$ cat src/rtl/mem_stage_requester.sv
// mem_stage_requester: Y86-64 memory-stage initiator issuing valid/ready data-memory requests; optional response timeout via MEM_TIMEOUT_EN
module mem_stage_requester #(
    parameter int MEM_BYTES      = 8192,
    parameter int TIMEOUT_CYCLES = 64
) (
    input  logic        clk,
    input  logic        rst,
    input  logic        in_valid,
    output logic        in_ready,
    input  logic [3:0]  icode,
    input  logic [63:0] valE,
    input  logic [63:0] valA,
    input  logic [63:0] valP,
    input  logic        instr_valid,
    input  logic        imem_error,
    output logic        mem_req_valid,
    input  logic        mem_req_ready,
    output logic        mem_req_we,
    output logic [63:0] mem_req_addr,
    output logic [63:0] mem_req_wdata,
    input  logic        mem_rsp_valid,
    input  logic [63:0] mem_rsp_rdata,
    input  logic        mem_rsp_error,
    output logic        out_valid,
    input  logic        out_ready,
    output logic [3:0]  out_icode,
    output logic [63:0] out_valM,
    output logic [2:0]  out_stat
);
    typedef enum logic [2:0] {IDLE, REQ, RSP, OUT, HALTED} state_t;
    localparam logic [2:0]  AOK = 3'd1, HLT = 3'd2, ADR = 3'd3, INS = 3'd4;
    localparam logic [63:0] MAX_ADDR = 64'(MEM_BYTES - 8);

    if (TIMEOUT_CYCLES < 1) begin : g_bad_timeout
        $error("TIMEOUT_CYCLES must be at least 1");
    end

    state_t      state_q, state_d;
    logic        req_valid_q, req_valid_d, req_we_q, req_we_d, out_valid_q, out_valid_d;
    logic [63:0] req_addr_q, req_addr_d, req_wdata_q, req_wdata_d, out_valM_q, out_valM_d;
    logic [3:0]  out_icode_q, out_icode_d;
    logic [2:0]  out_stat_q, out_stat_d;
    logic        is_rd, is_wr, addr_err, go;
    logic [63:0] addr, wdata;
`ifdef MEM_TIMEOUT_EN
    localparam int CW = $clog2(TIMEOUT_CYCLES + 1);
    logic [CW-1:0] cnt_q, cnt_d;
`endif

    // Decode the incoming instruction into a memory access and its static status
    always_comb begin
        is_rd    = icode == 4'd5 || icode == 4'd9 || icode == 4'd11;
        is_wr    = icode == 4'd4 || icode == 4'd8 || icode == 4'd10;
        addr     = (icode == 4'd9 || icode == 4'd11) ? valA : valE;
        wdata    = icode == 4'd8 ? valP : valA;
        addr_err = (is_rd || is_wr) && addr > MAX_ADDR;
        go       = (is_rd || is_wr) && !imem_error && instr_valid && !addr_err;
    end

    // Next-state and next-output computation for the request FSM
    always_comb begin
        state_d     = state_q;
        req_valid_d = req_valid_q;
        req_we_d    = req_we_q;
        req_addr_d  = req_addr_q;
        req_wdata_d = req_wdata_q;
        out_valid_d = out_valid_q;
        out_icode_d = out_icode_q;
        out_valM_d  = out_valM_q;
        out_stat_d  = out_stat_q;
`ifdef MEM_TIMEOUT_EN
        cnt_d       = cnt_q;
`endif
        case (state_q)
            IDLE: if (in_valid) begin
                out_icode_d = icode;
                out_valM_d  = '0;
                req_we_d    = is_wr;
                req_addr_d  = addr;
                req_wdata_d = wdata;
                out_stat_d  = imem_error ? ADR : !instr_valid ? INS : addr_err ? ADR : icode == 4'd0 ? HLT : AOK;
                state_d     = go ? REQ : OUT;
                req_valid_d = go;
                out_valid_d = !go;
            end
            REQ: if (mem_req_ready) begin
                req_valid_d = 1'b0;
                state_d     = RSP;
`ifdef MEM_TIMEOUT_EN
                cnt_d       = '0;
`endif
            end
            RSP: if (mem_rsp_valid) begin
                out_valM_d  = req_we_q ? 64'd0 : mem_rsp_rdata;
                out_stat_d  = mem_rsp_error ? ADR : out_stat_q;
                state_d     = OUT;
                out_valid_d = 1'b1;
            end
`ifdef MEM_TIMEOUT_EN
            else if (cnt_q == CW'(TIMEOUT_CYCLES - 1)) begin
                out_valM_d  = '0;
                out_stat_d  = ADR;
                state_d     = OUT;
                out_valid_d = 1'b1;
            end else begin
                cnt_d = cnt_q + 1'b1;
            end
`endif
            OUT: if (out_ready) begin
                out_valid_d = 1'b0;
                state_d     = out_stat_q == AOK ? IDLE : HALTED;
            end
            default: state_d = HALTED;
        endcase
    end

    // State and registered outputs; reset wins over everything
    always_ff @(posedge clk) begin
        if (rst) begin
            state_q     <= IDLE;
            req_valid_q <= 1'b0;
            req_we_q    <= 1'b0;
            req_addr_q  <= '0;
            req_wdata_q <= '0;
            out_valid_q <= 1'b0;
            out_icode_q <= '0;
            out_valM_q  <= '0;
            out_stat_q  <= '0;
`ifdef MEM_TIMEOUT_EN
            cnt_q       <= '0;
`endif
        end else begin
            state_q     <= state_d;
            req_valid_q <= req_valid_d;
            req_we_q    <= req_we_d;
            req_addr_q  <= req_addr_d;
            req_wdata_q <= req_wdata_d;
            out_valid_q <= out_valid_d;
            out_icode_q <= out_icode_d;
            out_valM_q  <= out_valM_d;
            out_stat_q  <= out_stat_d;
`ifdef MEM_TIMEOUT_EN
            cnt_q       <= cnt_d;
`endif
        end
    end

    assign in_ready      = state_q == IDLE;
    assign mem_req_valid = req_valid_q;
    assign mem_req_we    = req_we_q;
    assign mem_req_addr  = req_addr_q;
    assign mem_req_wdata = req_wdata_q;
    assign out_valid     = out_valid_q;
    assign out_icode     = out_icode_q;
    assign out_valM      = out_valM_q;
    assign out_stat      = out_stat_q;
endmodule

$ cat config.mk
export PLATFORM = sky130hd
export DESIGN_NAME = mem_stage_requester
export DESIGN_NICKNAME = d
export VERILOG_FILES = /design/src/rtl/mem_stage_requester.sv
export SDC_FILE = /design/constraint.sdc
export NUM_CORES = 1
export LEC_CHECK = 0
export CORE_AREA = 3 3 180 182
export CTS_BUF_LIST = sky130_fd_sc_hd__clkbuf_16
export DETAILED_ROUTE_END_ITERATION = 7
export DIE_AREA = 0 0 183 185
export PLACE_DENSITY = 0.56
export SYNTH_ARGS = -nofsm -noshare
export SYNTH_HDL_FRONTEND = slang
export SYNTH_SLANG_ARGS = --single-unit
$ cat constraint.sdc
create_clock -name clk -period 3.3 [get_ports clk]
set_input_delay 0.66 -clock clk [delete_from_list [all_inputs] [get_ports clk]]
set_output_delay 0.66 -clock clk [all_outputs]
set_load 0.02 [all_outputs]
-- After elaboration in Yosys (flattened, before gate mapping)
Cells that the tools add are included.
- register bits: 205
- $lt $le $gt $ge: 1
- equal/unequal tests: 15
- muxes and demuxes: 28
- reduce and logical (&&, ||, !) cells: 24
- operators by type and width (kind ; count):
    $mux W64 ; 5
    $pmux W64 S2 ; 1
    $gt A64 B13 Y1 const B ; 1
    $mux W3 ; 10
    $eq A4 B4 Y1 const B ; 4
    $pmux W3 S4 ; 1
    $reduce_and A4 Y1 ; 3
    $ne A2 B2 Y1 const B ; 5
    $eq A4 B3 Y1 const B ; 2
    $eq A3 B1 Y1 const B ; 2
    $eq A3 B2 Y1 const B ; 2
    $logic_or A1 B1 Y1 ; 6
    $mux W2 ; 3
    $pmux W3 S2 ; 1
    $reduce_and A3 Y1 ; 2
    $mux W1 ; 5
    $logic_and A1 B1 Y1 ; 4
    $logic_not A4 Y1 ; 1
    $reduce_bool A2 Y1 ; 2
    $logic_not A1 Y1 ; 3
    $logic_not A3 Y1 ; 1
    $pmux W1 S3 ; 1
    $reduce_bool A3 Y1 ; 1
    $pmux W1 S2 ; 1
    $reduce_and A2 Y1 ; 1

-- Depth between registers and ports, before layout
- depth after elaboration: 10
- gate-level depth with buffers: 7
- mapped depth without buffers: 5

-- Worst setup path after synthesis
No wires, ideal clock.
- path type: input to register
- from: input port valA[50]
- to: register out_valid_q, in the netlist out_valid
- setup time: 0.120 ns
- data arrival time: 2.071 ns
- required time: 3.180 ns
- path slack: 1.109 ns
- cell stages on the path: 5
- cells stage by stage: or4_1 -> or3_1 -> o22ai_2 -> o2111ai_1 -> o31a_1
- longest elaborated chain between the ends: 8
- ends and longest elaborated chain (element ; line ; source):
    start, declared ; 12 ; input logic [63:0] valA,
    $mux W64 ; 54 ; addr = (icode == 4'd9 || icode == 4'd11) ? valA : valE;
    $gt A64 B13 Y1 ; 56 ; addr_err = (is_rd || is_wr) && addr > MAX_ADDR;
    $logic_and A1 B1 Y1 ; 56 ;
    $logic_not A1 Y1 ; 57 ; go = (is_rd || is_wr) && !imem_error && instr_valid && !addr_err;
    $logic_and A1 B1 Y1 ; 57 ;
    $logic_not A1 Y1 ; 84 ; out_valid_d = !go;
    $mux W1 ; 75 ; IDLE: if (in_valid) begin
    $pmux W1 S3 ; 74 ; case (state_q)
    end signal, assigned ; 138 ; out_valid_q <= out_valid_d;
    end, declared ; 39 ; logic req_valid_q, req_valid_d, req_we_q, req_we_d, out_valid_q, out_valid_d;
No other way between the ends. The select of a mux whose other input is x is not followed.
A chain may end at the register's enable or synchronous reset.

-- Worst setup path after layout
- from: input port valE[56]
- to: register out_valid_q, in the netlist out_valid
- longest elaborated chain between the ends: 8
- ends and longest elaborated chain (element ; line ; source):
    start, declared ; 11 ; input logic [63:0] valE,
    $mux W64 ; 54 ;
    $gt A64 B13 Y1 ; 56 ;
    $logic_and A1 B1 Y1 ; 56 ;
    $logic_not A1 Y1 ; 57 ;
    $logic_and A1 B1 Y1 ; 57 ;
    $logic_not A1 Y1 ; 84 ;
    $mux W1 ; 75 ;
    $pmux W1 S3 ; 74 ;
No other way between the ends. The select of a mux whose other input is x is not followed.

==> results.sh <==
export IMPL_worst_pin_slew_ns=0.718
export IMPL_cp_max_fo=3
export IMPL_register_area_mm2=0.00410
export IMPL_cts_max_path_buffers=3
export IMPL_post_synth_xor_area_fraction_pct=0
export IMPL_min_delay_path_depth=2
export IMPL_hold_viol=0
export IMPL_dr_pass1_iters=4
export IMPL_yosys_area_share_simple_pct=14.4
export IMPL_vdd_ir_drop_worst_mv=0.359
export IMPL_grt_max_degree=117
export IMPL_synthesized_instance_count=912
export IMPL_synth_area_leaders="sky130_fd_sc_hd__dfxtp_1 48%, sky130_fd_sc_hd__mux2i_1 15%, sky130_fd_sc_hd__a211oi_1 11%, sky130_fd_sc_hd__nor2_1 8.8%, sky130_fd_sc_hd__a22oi_1 5.6%"
export IMPL_static_leakage_power_nw=5.36
export IMPL_met2_usage_pct=37.4
export IMPL_area_of_the_mapped_netlist_mm2=0.00859
export IMPL_cts_sink_count=205
export IMPL_place_area_mm2=0.0137
export IMPL_timing_critical_path_slowest_stage_cell="sky130_fd_sc_hd__nor4_1"
export IMPL_power_total_mw=7.41
export IMPL_worstRegToRegCells=6
export IMPL_detail_route_drc_violations=0
export IMPL_synth_area_mux_share_pct=15.0
export IMPL_synth_compound_area_share_pct=18.8
export IMPL_cp_data_required_time_ns=3.71
export IMPL_achievable_frequency_mhz=382
export IMPL_rows=64
export IMPL_timing_critical_path_from_type="primary input"
export IMPL_grt_setup_unrepaired="false"
export IMPL_design_final_nets=1615
export IMPL_slew_headroom_pct=51.7
export IMPL_h_tree_levels=1
export IMPL_synth_seq_area_share_pct=47.8
export IMPL_area_growth_syn_to_layout_pct=68.6
export IMPL_cts_clk_slew_worst_paths_ns=0.06
export IMPL_number_of_global_route_vias_before_repair=8678
export IMPL_die_y_um=185
export IMPL_route_detailed_vias_per_inst=4.91
export IMPL_initial_utilization_pct=28.0
export IMPL_ys_ff_latch=205
export IMPL_peak_usage_layer_in_the_global_routing_report="met2"
export IMPL_first_drt_iteration_drcs=337
export IMPL_synth_enable_flop_cells=0
export IMPL_dr_total_vias=8652
export IMPL_post_layout_instance_area_mm2=0.0145
export IMPL_grt_total_usage_pct=21.0
export IMPL_cpPeakStageDelay_ns=0.66
export IMPL_critPathArrivalTime_ns=3.03
export IMPL_timing_setup_critical_path_class="primary input to register"
export IMPL_syn_avg_cell_area_um2=9.42
export IMPL_run_status="completed"
export IMPL_post_cts_resized=0
export IMPL_yosysWarningCount=0
export IMPL_use_met1_pct=25.0
export IMPL_die_w_um=183
export IMPL_fill_cells=2967
export IMPL_worst_skew_pair_late_latency_ns=0.52
export IMPL_gp_congestion=0.824
export IMPL_setup_tns_final_ns=0
export IMPL_overflow=0
export IMPL_syn_num_nets=1181
export IMPL_total_setup_violations_reported_at_the_end_of_the_flow=0
export IMPL_fp_coreArea_mm2=0.0307
export IMPL_detailedPlacementHpwl_um=28300
export IMPL_wire_length_of_the_first_global_routing_pass_um=55100
export IMPL_timing_final_max_slew_violations=0
export IMPL_final_wirelength_um=37900
export IMPL_max_cap_viol_count=0
export IMPL_area_of_the_die_mm2=0.0339
export IMPL_finalCoreUtilization_pct=47.1
export IMPL_timing_final_crit_period_ns=2.62
export IMPL_most_instantiated_library_cell_after_synthesis="sky130_fd_sc_hd__dfxtp_1"
export IMPL_min_hold_slack_ns=0.460
export IMPL_crit_path_cell_trace="clkdlybuf4s50_1 > nor4_1 > nand4_1 > o22ai_1 > o2111ai_1 > o31a_1"
export IMPL_cts_tree="done"
export IMPL_main_combinational_cell_family_by_area_after_synthesis="compound AO/OA/AOI/OAI gates"
export IMPL_final_setup_skew_ns=0.0102
export IMPL_synth_ff_type="sky130_fd_sc_hd__dfxtp_1"
export IMPL_floorplan_io_pins=472
export IMPL_synth_cell_type_count=40
export IMPL_drive_above_1_share_pct=4.62
export IMPL_combined_area_of_the_multi_input_logic_cells_mm2=0.00418
export IMPL_routedWlPerCell_um=21.5
export IMPL_detail_route_antenna_nets=0
export IMPL_ctsHoldBuffers=0
export IMPL_power_density_mw_per_mm2=511
export IMPL_clockRootBuffer="sky130_fd_sc_hd__clkbuf_16"
export IMPL_post_synth_fa_ha_maj_area_fraction_pct=0
export IMPL_synthArstFlopShare_pct=0
export IMPL_final_period_utilization_pct=79.4
export IMPL_number_of_antenna_violations_at_the_first_check_in_global_routing=1
export IMPL_hp_class="register to register"
export IMPL_yosys_area_top_type_share_pct=47.8
export IMPL_synth_top_cell_by_area="sky130_fd_sc_hd__dfxtp_1"
export IMPL_cts_setup_buffers=0
export IMPL_grt_util_met3_pct=6.74
export IMPL_count_of_input_and_output_buffers=471
export IMPL_critical_path_endpoint_type="register"
export IMPL_synth_cells_most_frequent="205 x sky130_fd_sc_hd__dfxtp_1, 202 x sky130_fd_sc_hd__nor2_1, 129 x sky130_fd_sc_hd__a211oi_1, 129 x sky130_fd_sc_hd__mux2i_1, 64 x sky130_fd_sc_hd__a22oi_1"
export IMPL_tritoncts_num_buffers=25
==> final cells by class <==
cell class / count / area share (%)
clock buffers: 25 / 4.32
well taps: 396 / 3.42
multi-input cells: 623 / 28.8
flip-flops and latches: 205 / 28.3
inverters: 2 / 0.0518
repair buffers: 489 / 34.3
diodes: 1 / 0.0173
clock inverters: 20 / 0.777
==> report_power, final <==
| part | leakage [nW] | internal, mW | switching (mW) |
|---|---|---|---|
| Clock | 0.384 | 1.44 | 1.10 |
| Sequential | 1.68 | 2.72 | 0.140 |
| Combinational | 3.29 | 0.977 | 1.02 |
| Total | 5.36 | 5.14 | 2.26 |
==> path summary, 6_finish.rpt <==
path / slack (ns) / endpoint / startpoint
worst max register to register: 1.11 / out_stat[1] / state_q[0]
worst min register to register: 0.46 / out_icode[3] / out_icode[3]
worst max-delay path: 0.68 / out_valid / valE[56]
worst min-delay path: 0.46 / out_icode[3] / out_icode[3]
==> layout by cell type, fill, tap and decap left out, drive strengths merged, types with 12 or more instances in the layout <==
master,netlist,routed
clkdlybuf4s50,0,470
dfxtp,205,205
nor2,202,202
mux2i,129,129
a211oi,129,129
a22oi,64,64
clkbuf,58,25
nor4,25,25
buf,24,19
clkinv,0,16
nand2,12,12
==> sequential cells by signal, summed over array words and instances (netlist names) <==
register       count
out_valid          1
state_q            3
out_icode          4
mem_req_addr      64
mem_req_we         1
mem_req_wdata     64
out_stat           3
mem_req_valid      1
out_valM          64
==> layer usage <==
metal  vias to the layer above  share of wire, %
met5                         -                 0
met4                         0               2.0
met3                        36               8.5
met2                       326                49
met1                      4047                40
li1                       4243                 -
==> worst max-delay path, delay by kind of cell <==
family / cells / cell delay (ns)
AND/OR/NAND/NOR: 2 / 0.92
AO/OA/AOI/OAI: 3 / 1.02
buffers and inverters: 1 / 0.43
==> cell families (layout without fill, tap and decap cells) <==
family          count (synthesis)  after routing
buf+inv                        84            536
mux                           129            129
flops                         205            205
other cells                     0              1
simple gates                  277            277
compound gates                217            217
==> through the flow <==
stage,worst slack (ns),std cells
6_report,0.680,1761
3_3_place_gp,0.113,1715
4_1_cts,0.686,1760
2_1_floorplan,1.11,912
5_1_grt,0.585,1761
3_5_place_dp,0.161,1715
Note: power is estimated with default switching activity, not from simulation.
